File: config.mk
export PLATFORM = sky130hd
export DESIGN_NAME = muldiv_unit
export DESIGN_NICKNAME = d
export VERILOG_FILES = /design/src/rtl/muldiv_pkg.sv /design/src/rtl/muldiv_unit.sv
export SDC_FILE = /design/constraint.sdc
export NUM_CORES = 1
export LEC_CHECK = 0
export ABC_AREA = 0
export CELL_PAD_IN_SITES_DETAIL_PLACEMENT = 1
export CELL_PAD_IN_SITES_GLOBAL_PLACEMENT = 1
export CORE_ASPECT_RATIO = 1.1
export CORE_MARGIN = 10
export CORE_UTILIZATION = 25
export DETAILED_ROUTE_END_ITERATION = 8
export GPL_TIMING_DRIVEN = 1
export PLACE_DENSITY_LB_ADDON = 0.1
export SKIP_CTS_REPAIR_TIMING = 1
export SLEW_MARGIN = 20
export SYNTH_ARGS = -nofsm -noshare
export SYNTH_HDL_FRONTEND = slang
export SYNTH_SLANG_ARGS = --single-unit
File: constraint.sdc
create_clock -name clk -period 8.2 [get_ports clk]
set_input_delay 2.05 -clock clk [delete_from_list [all_inputs] [get_ports clk]]
set_output_delay 2.05 -clock clk [all_outputs]
set_load 0.005 [all_outputs]
File: src/rtl/muldiv_pkg.sv
// -----------------------------------------------------------------------------
// muldiv_pkg
// Shared types and helpers for the RISC-V M-extension multiply/divide unit.
// It holds the funct3 operation encoding, the controller state encoding and
// the small decode helpers used for operand sign conditioning.
// -----------------------------------------------------------------------------
package muldiv_pkg;

    // RISC-V M funct3 encoding
    typedef enum logic [2:0] {
        OP_MUL    = 3'b000,
        OP_MULH   = 3'b001,
        OP_MULHSU = 3'b010,
        OP_MULHU  = 3'b011,
        OP_DIV    = 3'b100,
        OP_DIVU   = 3'b101,
        OP_REM    = 3'b110,
        OP_REMU   = 3'b111
    } muldiv_op_t;

    // Controller states
    typedef enum logic [1:0] {
        ST_IDLE = 2'b00,
        ST_MUL  = 2'b01,
        ST_DIV  = 2'b10,
        ST_DONE = 2'b11
    } muldiv_state_t;

    // True for every divide-class operation (quotient or remainder)
    function automatic logic op_is_div(input muldiv_op_t op);
        logic res;
        case (op)
            OP_DIV, OP_DIVU, OP_REM, OP_REMU: res = 1'b1;
            default:                          res = 1'b0;
        endcase
        return res;
    endfunction

    // True when the remainder is the returned value
    function automatic logic op_is_rem(input muldiv_op_t op);
        logic res;
        case (op)
            OP_REM, OP_REMU: res = 1'b1;
            default:         res = 1'b0;
        endcase
        return res;
    endfunction

    // True for the signed divide-class operations (overflow can occur)
    function automatic logic op_is_sdiv(input muldiv_op_t op);
        logic res;
        case (op)
            OP_DIV, OP_REM: res = 1'b1;
            default:        res = 1'b0;
        endcase
        return res;
    endfunction

    // src_a is interpreted as signed
    function automatic logic op_a_signed(input muldiv_op_t op);
        logic res;
        case (op)
            OP_MUL, OP_MULH, OP_MULHSU, OP_DIV, OP_REM: res = 1'b1;
            default:                                    res = 1'b0;
        endcase
        return res;
    endfunction

    // src_b is interpreted as signed
    function automatic logic op_b_signed(input muldiv_op_t op);
        logic res;
        case (op)
            OP_MUL, OP_MULH, OP_DIV, OP_REM: res = 1'b1;
            default:                         res = 1'b0;
        endcase
        return res;
    endfunction

endpackage

File: src/rtl/muldiv_unit.sv
// -----------------------------------------------------------------------------
// muldiv_unit
// Iterative RISC-V M-extension multiply/divide unit sitting in EX beside the
// ALU. Multiplies use radix-2 shift-add, divides use restoring division, both
// on operand magnitudes with one bit per cycle and a single shared
// add/subtract datapath. Sign correction is applied to the final result.
// Divide-by-zero and signed overflow bypass iteration and complete in one
// cycle.
//
// Ports:
//   clk        rising-edge clock
//   reset      asynchronous active-low reset
//   start      operation request, honoured only in IDLE
//   op         RISC-V M funct3
//   src_a      rs1 (multiplicand / dividend)
//   src_b      rs2 (multiplier / divisor)
//   flush      abort the operation in flight
//   stall_req  hold IF/ID/EX while an operation is being accepted or runs
//   done       one-cycle pulse, result valid
//   result     product half, quotient or remainder; held until next done
// -----------------------------------------------------------------------------
module muldiv_unit
    import muldiv_pkg::*;
#(
    parameter int DATA_W = 32,
    parameter int CNT_W  = $clog2(DATA_W) + 1
) (
    input  logic              clk,
    input  logic              reset,
    input  logic              start,
    input  logic [2:0]        op,
    input  logic [DATA_W-1:0] src_a,
    input  logic [DATA_W-1:0] src_b,
    input  logic              flush,
    output logic              stall_req,
    output logic              done,
    output logic [DATA_W-1:0] result
);

    localparam int ACC_W = 2 * DATA_W;
    localparam int ADD_W = DATA_W + 2;

    localparam logic [DATA_W-1:0] ZERO_D   = {DATA_W{1'b0}};
    localparam logic [DATA_W-1:0] ONES_D   = {DATA_W{1'b1}};
    localparam logic [DATA_W-1:0] ONE_D    = {{(DATA_W-1){1'b0}}, 1'b1};
    localparam logic [DATA_W-1:0] MIN_D    = {1'b1, {(DATA_W-1){1'b0}}};
    localparam logic [ACC_W-1:0]  ZERO_ACC = {ACC_W{1'b0}};
    localparam logic [ACC_W-1:0]  ONE_ACC  = {{(ACC_W-1){1'b0}}, 1'b1};
    localparam logic [CNT_W-1:0]  ZERO_CNT = {CNT_W{1'b0}};
    localparam logic [CNT_W-1:0]  ONE_CNT  = {{(CNT_W-1){1'b0}}, 1'b1};
    localparam logic [CNT_W-1:0]  ITER_CNT = CNT_W'(DATA_W);

    // Registered state
    muldiv_state_t     state_r;
    muldiv_op_t        op_r;
    logic [CNT_W-1:0]  cnt_r;
    logic [ACC_W-1:0]  acc_r;
    logic [DATA_W-1:0] opnd_r;
    logic              neg_res_r;
    logic              neg_rem_r;
    logic [DATA_W-1:0] result_r;

    // Combinational signals
    muldiv_state_t     state_nxt_s;
    muldiv_op_t        op_in_s;
    logic              a_neg_s;
    logic              b_neg_s;
    logic [DATA_W-1:0] mag_a_s;
    logic [DATA_W-1:0] mag_b_s;
    logic              div_zero_s;
    logic              div_ovf_s;
    logic              special_s;
    logic [DATA_W-1:0] special_res_s;
    logic [ACC_W-1:0]  init_acc_s;
    logic [DATA_W-1:0] init_opnd_s;
    logic [DATA_W:0]   rem_shift_s;
    logic [ADD_W-1:0]  add_a_s;
    logic [ADD_W-1:0]  add_b_s;
    logic              add_cin_s;
    logic [ADD_W-1:0]  sum_s;
    logic [ACC_W-1:0]  acc_step_s;
    logic [ACC_W-1:0]  prod_s;
    logic [DATA_W-1:0] quo_s;
    logic [DATA_W-1:0] rem_s;
    logic [DATA_W-1:0] final_s;
    logic              load_s;
    logic              iter_s;
    logic              fin_s;
    logic              stall_s;

    // Operand decode: sign conditioning, magnitudes and the one-cycle special cases
    always_comb begin
        op_in_s = muldiv_op_t'(op);
        a_neg_s = op_a_signed(op_in_s) & src_a[DATA_W-1];
        b_neg_s = op_b_signed(op_in_s) & src_b[DATA_W-1];

        if (a_neg_s) begin
            mag_a_s = ~src_a + ONE_D;
        end else begin
            mag_a_s = src_a;
        end

        if (b_neg_s) begin
            mag_b_s = ~src_b + ONE_D;
        end else begin
            mag_b_s = src_b;
        end

        div_zero_s = op_is_div(op_in_s) && (src_b == ZERO_D);
        div_ovf_s  = op_is_sdiv(op_in_s) && (src_a == MIN_D) && (src_b == ONES_D);
        special_s  = div_zero_s | div_ovf_s;

        if (div_zero_s) begin
            special_res_s = op_is_rem(op_in_s) ? src_a : ONES_D;
        end else if (div_ovf_s) begin
            special_res_s = op_is_rem(op_in_s) ? ZERO_D : src_a;
        end else begin
            special_res_s = ZERO_D;
        end

        // Multiply shifts the multiplier out of the low half; divide shifts
        // the dividend out of the low half into the partial remainder.
        if (op_is_div(op_in_s)) begin
            init_acc_s  = {ZERO_D, mag_a_s};
            init_opnd_s = mag_b_s;
        end else begin
            init_acc_s  = {ZERO_D, mag_b_s};
            init_opnd_s = mag_a_s;
        end
    end

    // Shared adder: adds the multiplicand in MUL, subtracts the divisor in DIV
    always_comb begin
        rem_shift_s = {acc_r[ACC_W-1:DATA_W], acc_r[DATA_W-1]};
        if (state_r == ST_DIV) begin
            add_a_s   = {1'b0, rem_shift_s};
            add_b_s   = ~{2'b00, opnd_r};
            add_cin_s = 1'b1;
        end else begin
            add_a_s   = {2'b00, acc_r[ACC_W-1:DATA_W]};
            add_b_s   = {2'b00, opnd_r};
            add_cin_s = 1'b0;
        end
        sum_s = add_a_s + add_b_s + {{(ADD_W-1){1'b0}}, add_cin_s};
    end

    // One iteration step; a set sign bit of the difference means the trial
    // subtraction borrowed, so the shifted remainder is restored.
    always_comb begin
        if (state_r == ST_DIV) begin
            if (sum_s[ADD_W-1] == 1'b0) begin
                acc_step_s = {sum_s[DATA_W-1:0], acc_r[DATA_W-2:0], 1'b1};
            end else begin
                acc_step_s = {rem_shift_s[DATA_W-1:0], acc_r[DATA_W-2:0], 1'b0};
            end
        end else begin
            if (acc_r[0]) begin
                acc_step_s = {sum_s[DATA_W:0], acc_r[DATA_W-1:1]};
            end else begin
                acc_step_s = {1'b0, acc_r[ACC_W-1:1]};
            end
        end
    end

    // Final result selection with sign correction, taken from the last step
    always_comb begin
        if (neg_res_r) begin
            prod_s = ~acc_step_s + ONE_ACC;
        end else begin
            prod_s = acc_step_s;
        end
        quo_s = acc_step_s[DATA_W-1:0];
        rem_s = acc_step_s[ACC_W-1:DATA_W];

        case (op_r)
            OP_MUL:                       final_s = prod_s[DATA_W-1:0];
            OP_MULH, OP_MULHSU, OP_MULHU: final_s = prod_s[ACC_W-1:DATA_W];
            OP_DIV, OP_DIVU:              final_s = neg_res_r ? (~quo_s + ONE_D) : quo_s;
            OP_REM, OP_REMU:              final_s = neg_rem_r ? (~rem_s + ONE_D) : rem_s;
            default:                      final_s = ZERO_D;
        endcase
    end

    // FSM state register
    always_ff @(posedge clk or negedge reset) begin
        if (!reset) begin
            state_r <= ST_IDLE;
        end else begin
            state_r <= state_nxt_s;
        end
    end

    // FSM next-state and control decode
    always_comb begin
        state_nxt_s = state_r;
        load_s      = 1'b0;
        iter_s      = 1'b0;
        fin_s       = 1'b0;
        stall_s     = 1'b0;
        case (state_r)
            ST_IDLE: begin
                if (start && !flush) begin
                    load_s  = 1'b1;
                    stall_s = 1'b1;
                    if (special_s) begin
                        state_nxt_s = ST_DONE;
                    end else if (op_is_div(op_in_s)) begin
                        state_nxt_s = ST_DIV;
                    end else begin
                        state_nxt_s = ST_MUL;
                    end
                end else begin
                    state_nxt_s = ST_IDLE;
                end
            end
            ST_MUL, ST_DIV: begin
                stall_s = 1'b1;
                if (flush) begin
                    state_nxt_s = ST_IDLE;
                end else begin
                    iter_s = 1'b1;
                    if (cnt_r == ONE_CNT) begin
                        fin_s       = 1'b1;
                        state_nxt_s = ST_DONE;
                    end else begin
                        state_nxt_s = state_r;
                    end
                end
            end
            ST_DONE: begin
                // The done pulse is already on the output; a flush here
                // changes nothing since the next state is IDLE anyway.
                state_nxt_s = ST_IDLE;
            end
            default: begin
                state_nxt_s = ST_IDLE;
            end
        endcase
    end

    // Datapath registers: operand capture, iteration and result latch
    always_ff @(posedge clk or negedge reset) begin
        if (!reset) begin
            op_r      <= OP_MUL;
            cnt_r     <= ZERO_CNT;
            acc_r     <= ZERO_ACC;
            opnd_r    <= ZERO_D;
            neg_res_r <= 1'b0;
            neg_rem_r <= 1'b0;
            result_r  <= ZERO_D;
        end else begin
            if (load_s) begin
                op_r      <= op_in_s;
                cnt_r     <= ITER_CNT;
                acc_r     <= init_acc_s;
                opnd_r    <= init_opnd_s;
                neg_res_r <= a_neg_s ^ b_neg_s;
                neg_rem_r <= a_neg_s;
                if (special_s) begin
                    result_r <= special_res_s;
                end else begin
                    result_r <= result_r;
                end
            end else if (iter_s) begin
                acc_r <= acc_step_s;
                cnt_r <= cnt_r - ONE_CNT;
                if (fin_s) begin
                    result_r <= final_s;
                end else begin
                    result_r <= result_r;
                end
            end else begin
                acc_r <= acc_r;
            end
        end
    end

    // The accept term depends on the live start/flush inputs, so it is
    // gated by reset to stay low while reset is held.
    assign stall_req = reset & stall_s;
    assign done      = (state_r == ST_DONE);
    assign result    = result_r;

endmodule

# [Yosys cells after proc, flatten, opt, wreduce, memory -nomap -nowiden]
# Cells that the tools add are included.
[totals] in_bits=71 mem_bits_ro=0 ram_bits=0 wordCells=120 reg_bits=141 latch_bits=0 n_memories=0 output_inout_bits=34
[classes] div_mod_pow=0 n_lt_le_gt_ge=0 n_bitwise=11 n_shift=0 add_sub_neg=8 n_eq_ne=21 mul=0 n_reduce_logical=21 mux=51
[ops] op="2-to-1 mux 32 bit" n=14
[ops] op="2-to-1 mux 64 bit" n=6
[ops] op="adder 32 x 1 -> 32 bit (second input constant)" n=4
[ops] op="NOT 32 bit" n=4
[ops] op="one-hot mux 32 bit (4 select lines)" n=1
[ops] op="adder 64 x 1 -> 64 bit (second input constant)" n=1
[ops] op="equality test 32 bit (second input constant)" n=2
[ops] op="NOT 64 bit" n=1
[ops] op="adder 34 x 1 -> 34 bit" n=1
[ops] op="adder 34 bit" n=1
[ops] op="2-to-1 mux 34 bit" n=1
[ops] op="NOT 32 -> 34 bit" n=1
[ops] op="2-to-1 mux 33 bit" n=1
[ops] op="logical NOT 32 bit" n=1
[ops] op="equality test 3 bit (second input constant)" n=8
[ops] op="2-to-1 mux 1 bit" n=19
[ops] op="2-to-1 mux 6 bit" n=2
[ops] op="2-to-1 mux 2 bit" n=5
[ops] op="OR reduction 2 bit" n=5
[ops] op="equality test 3 x 2 -> 1 bit (second input constant)" n=3
[ops] op="OR reduction 4 bit" n=2
[ops] op="equality test 3 x 1 -> 1 bit (second input constant)" n=2
[ops] op="equality test 6 x 1 -> 1 bit (second input constant)" n=1
[ops] op="logical NOT 3 bit" n=2
[ops] op="17 further kinds" n=24

# [Longest topological paths before layout]
[logic_depth] depth_word=13 depth_mapped=35 ltp_nobuf=24

# [Worst setup path before layout]
# OpenSTA, ideal clock, no wires.
[synth_path] path_kind="reg2reg" start="register state_r[0]" end="register result_r[14] (netlist: result[14])" setup_slack_ns=0.090 required_ns=8.105 setup_time_ns=0.095 synth_period_minus_slack_ns=8.110 n_path_buf=10 arrival_ns=8.015 path_stages_with_launch=32 cell_sequence="dfrtp_1 > inv_1 > ha_1 > buf_6 > clkbuf_1 > buf_1 > clkbuf_1 > clkbuf_1 > buf_1 > clkbuf_1 > buf_1 > mux2_2 > ha_1 > buf_2 > a21oi_1 > o21ai_1 > a211oi_2 > o22ai_2 > nand2b_2 > buf_6 > a221oi_2 > ha_1 > inv_1 > a221o_1 > nor4_1 > nand4_1 > or3_1 > or3_1 > o21ai_1 > xor2_1 > a22oi_1 > o31ai_1"
[synth_between] elab_chain_len=13 elab_cells_between_ends=32 cone_classes="add/sub: 5; eq/ne: 3; mux: 16; bitwise: 3; reduce/logical: 5"
[synth_rtl] item="start, declared" line="muldiv_unit.sv:54" text="muldiv_state_t state_r;"
[synth_rtl] item="start signal, assigned" line="muldiv_unit.sv:189" text="state_r <= state_nxt_s;"
[synth_rtl] item="equality test 2 bit" line="muldiv_unit.sv:135, muldiv_unit.sv:150, muldiv_unit.sv:200"
[synth_rtl] item="2-to-1 mux 33 bit or 2-to-1 mux 34 bit (tied branches)" line="muldiv_unit.sv:135" text="if (state_r == ST_DIV) begin"
[synth_rtl] item="adder 34 bit" line="muldiv_unit.sv:144" text="sum_s = add_a_s + add_b_s + {{(ADD_W-1){1'b0}}, add_cin_s};"
[synth_rtl] item="adder 34 x 1 -> 34 bit" line="muldiv_unit.sv:144"
[synth_rtl] item="2-to-1 mux 64 bit (on tied branches)" line="muldiv_unit.sv:151, muldiv_unit.sv:157"
[synth_rtl] item="2-to-1 mux 64 bit" line="muldiv_unit.sv:150" text="if (state_r == ST_DIV) begin"
[synth_rtl] item="NOT 64 bit (tied with other cells)" line="muldiv_unit.sv:168" text="prod_s = ~acc_step_s + ONE_ACC;"
[synth_rtl] item="adder 64 x 1 -> 64 bit (tied with other cells)" line="muldiv_unit.sv:168"
[synth_rtl] item="2-to-1 mux 64 bit (tied with other cells)" line="muldiv_unit.sv:167" text="if (neg_res_r) begin"
[synth_rtl] item="one-hot mux 32 bit (4 select lines)" line="muldiv_unit.sv:175" text="case (op_r)"
[synth_rtl] item="2-to-1 mux 32 bit" line="muldiv_unit.sv:267" text="if (fin_s) begin"
[synth_rtl] item="2-to-1 mux 32 bit" line="muldiv_unit.sv:264" text="end else if (iter_s) begin"
[synth_rtl] item="2-to-1 mux 32 bit" line="muldiv_unit.sv:252" text="if (load_s) begin"
[synth_rtl] item="end signal, assigned" line="muldiv_unit.sv:262" text="result_r <= result_r;"
[synth_rtl] item="end signal, assigned" line="muldiv_unit.sv:268" text="result_r <= final_s;"
[synth_rtl] item="end signal, assigned" line="muldiv_unit.sv:270" text="result_r <= result_r;"
[synth_rtl] item="end, declared" line="muldiv_unit.sv:61" text="logic [DATA_W-1:0] result_r;"
# Several ways; a longest one is shown, not always the timed one. The select of a mux whose other input is x is not followed.
# A chain may end at the register's enable or synchronous reset.

# [Final worst setup path]
[layout_path] start="register state_r[0]" end="register result_r[20] (netlist: result[20])"
# Same word-level chain as after synthesis.

==> results.sh <==
export IMPL_outcome="finished, final reports clean"
export IMPL_drt_wirelength_per_cell_um=27.4
export IMPL_postRouteAntennaNets=0
export IMPL_drt_iter0_drc=1093
export IMPL_period_minus_slack_ns=7.57
export IMPL_grt_overflow=0
export IMPL_cp_cell_sequence="inv_1 -> ha_4 -> buf_4 -> mux2_2 -> ha_1 -> a21oi_1 -> o21ai_1 -> o21ai_1 -> o211ai_1 -> or2b_1 -> o211a_1 -> inv_1 -> ha_1 -> inv_1 -> a221o_1 -> nor4_1 -> nand4_1 -> nor3_2 -> nand3_1 -> o31ai_1 -> o22ai_1 -> mux2i_1 -> a31oi_1"
export IMPL_htreeDepth=4
export IMPL_final_max_slew_viol_count=0
export IMPL_fin_hold_ws_ns=0.498
export IMPL_cts_root_buffer="clkbuf_16"
export IMPL_place_gp_congestion=0.927
export IMPL_worstMarginPinSlew_ns=1.13
export IMPL_fp_dieH_um=280
export IMPL_max_freq_mhz=132
export IMPL_tns_ns=0
export IMPL_drive_gt1_frac=0.0656
export IMPL_cp_common_cell="inv_1"
export IMPL_grtUsageMet1=0.270
export IMPL_cp_arrival_ns=7.93
export IMPL_clockBufferDepth=2
export IMPL_grt_max_degree=92
export IMPL_crit_path_top_delay_cell="ha_4"
export IMPL_yosys_area_share_simple=0.240
export IMPL_reg2reg_depth=23
export IMPL_wl_um=82000
export IMPL_final_setup_skew_ns=0.0131
export IMPL_grt_pass1_wl_um=121000
export IMPL_grt_pass1_vias=17300
export IMPL_initial_core_util=0.252
export IMPL_use_met2=0.405
export IMPL_synth_xor_area_frac=0.0942
export IMPL_setup_violations=0
export IMPL_hold_path_class="reg -> reg"
export IMPL_cts_tree="yes"
export IMPL_max_stage_delay_ns=0.78
export IMPL_ys_warn_count=0
export IMPL_critPathMaxFanout=68
export IMPL_finalCritPeriodShare=0.923
export IMPL_hold_depth=1
export IMPL_syn_area_sq_um=15300
export IMPL_final_core_util=0.292
export IMPL_ios=105
export IMPL_synth_edf_count=0
export IMPL_top_usage_layer="met2"
export IMPL_die_w_um=256
export IMPL_fin_cells=2989
export IMPL_vias=16800
export IMPL_cap_violations=0
export IMPL_hold_violations=0
export IMPL_worstSkewPairLatency_ns=0.50
export IMPL_finalNetCount=2265
export IMPL_synth_seq_cells=141
export IMPL_synth_compound_area_share=0.302
export IMPL_start_kind="flip-flop"
export IMPL_dp_hpwl_um=65300
export IMPL_worstPathRequired_ns=8.57
export IMPL_relSlewSlack=0.247
export IMPL_ys_types=92
export IMPL_area_growth_pct=16.3
export IMPL_critical_path_class="reg -> reg"
export IMPL_place_inst=2956
export IMPL_antenna_found_initial=1
export IMPL_cts_buffers=17
export IMPL_synth_top_family_by_area="compound AO/OA/AOI/OAI gates"
export IMPL_drc=0
export IMPL_synth_mux_area_frac=0.0497
export IMPL_cts_reportedPaths_clkPinSlew_ns=0.08
export IMPL_syn_area_per_cell_sq_um=7.22
export IMPL_core_sq_um=61000
export IMPL_dr_pass1_iters=5
export IMPL_rsz0062_at_grt="false"
export IMPL_grtUsageTotal=0.225
export IMPL_dieArea_sq_um=71700
export IMPL_synthAdderAreaFrac=0.0356
export IMPL_async_flop_share=1.00
export IMPL_synthCells=2126
export IMPL_seq_area_frac_synth=0.230
export IMPL_synth_nets=2240
export IMPL_row_count=95
export IMPL_vias_per_cell=5.63
export IMPL_cts_sinks=141
export IMPL_grt_util_met3=0.0320
export IMPL_port_buffers=104
export IMPL_ys_flop_type="dfrtp_1"
export IMPL_endpoint_kind="flip-flop"
[cells in the mapped netlist, drive strengths merged (43+ instances only)]
cell | instances | area [sq um]
o21ai | 229 | 1150
nor3 | 56 | 285
dfrtp | 141 | 3530
clkbuf | 104 | 390
nor2 | 265 | 1000
a21oi | 180 | 905
nand3 | 47 | 235
xnor2 | 68 | 596
mux2i | 48 | 480
xor2 | 97 | 850
nand2 | 241 | 905
a211oi | 43 | 328
o211ai | 49 | 368
[worst max-delay path, delay by kind of cell, from the launching register on]
kind / cells / cell delay, ns
AO/OA/AOI/OAI: 9 / 2.45
buffers and inverters: 4 / 0.70
flip-flops: 1 / 0.40
multiplexers: 2 / 0.54
AND/OR/NAND/NOR: 5 / 1.92
adder cells (fa/ha/maj): 3 / 1.38
[layout make-up]
| type | count | area, sq um |
|---|---|---|
| sequential | 141 | 3530 |
| timing repair buffer | 148 | 1370 |
| fill | 7434 | 43100 |
| clock buffer | 19 | 443 |
| antenna | 1 | 2.50 |
| tap | 824 | 1030 |
| inverter | 43 | 161 |
| multi-input combinational | 1800 | 11100 |
| clock inverter | 13 | 178 |
[layout by cell type (no fill, tap or decap), drive strengths merged, types with 33 or more instances in the layout]
master / Yosys / layout
mux2i: 48 / 48
clkdlybuf4s50: 0 / 102
o211ai: 49 / 49
nor2: 265 / 265
nand2: 241 / 241
inv: 42 / 48
dfrtp: 141 / 141
nor3: 56 / 56
a21oi: 180 / 180
xor2: 97 / 97
nand4: 33 / 33
a211oi: 43 / 43
buf: 38 / 46
xnor2: 68 / 68
ha: 42 / 42
nand3: 47 / 47
o21ai: 229 / 229
[state kept, by name, indices dropped and copies added, names as in the netlist]
name,flops
acc_r,64
opnd_r,32
state_r,2
neg_res_r,1
neg_rem_r,1
cnt_r,6
result,32
op_r,3
[per-layer routing]
layer,share of wire,vias to the layer above
met2,0.50,360
met1,0.43,8524
li1,-,7857
met4,0.029,2
met3,0.034,89
met5,0.00021,-
[path summary, 6_finish.rpt]
path | slack [ns] | end | start
max | 0.63 | result[20] | state_r[0]
min | 0.50 | result[0] | result[0]
max reg2reg | 0.63 | result[20] | state_r[0]
min reg2reg | 0.50 | result[0] | result[0]
max in group asynchronous | 5.43 | result[10] | reset
min in group asynchronous | 1.48 | result[11] | reset
[cell families after synthesis]
| kind of cell | Yosys count |
|---|---|
| buffers and inverters | 185 |
| muxes | 73 |
| DFF | 141 |
| adders and majority gates | 43 |
| AOI/OAI and AO/OA | 728 |
| xor gates and xnor gates | 165 |
| and+or+nand+nor | 791 |
[stage by stage]
step | area [sq um] | worst slack [ns]
floorplan | 15300 | 0.0895
CTS | 17800 | 0.684
detailed placement | 17200 | 0.716
global placement | 17200 | 0.873
finish | 17800 | 0.633
global route | 17800 | 0.00493
Power is not shown: default switching activity piles up to over one toggle a cycle in this logic, so the estimate is an artifact.
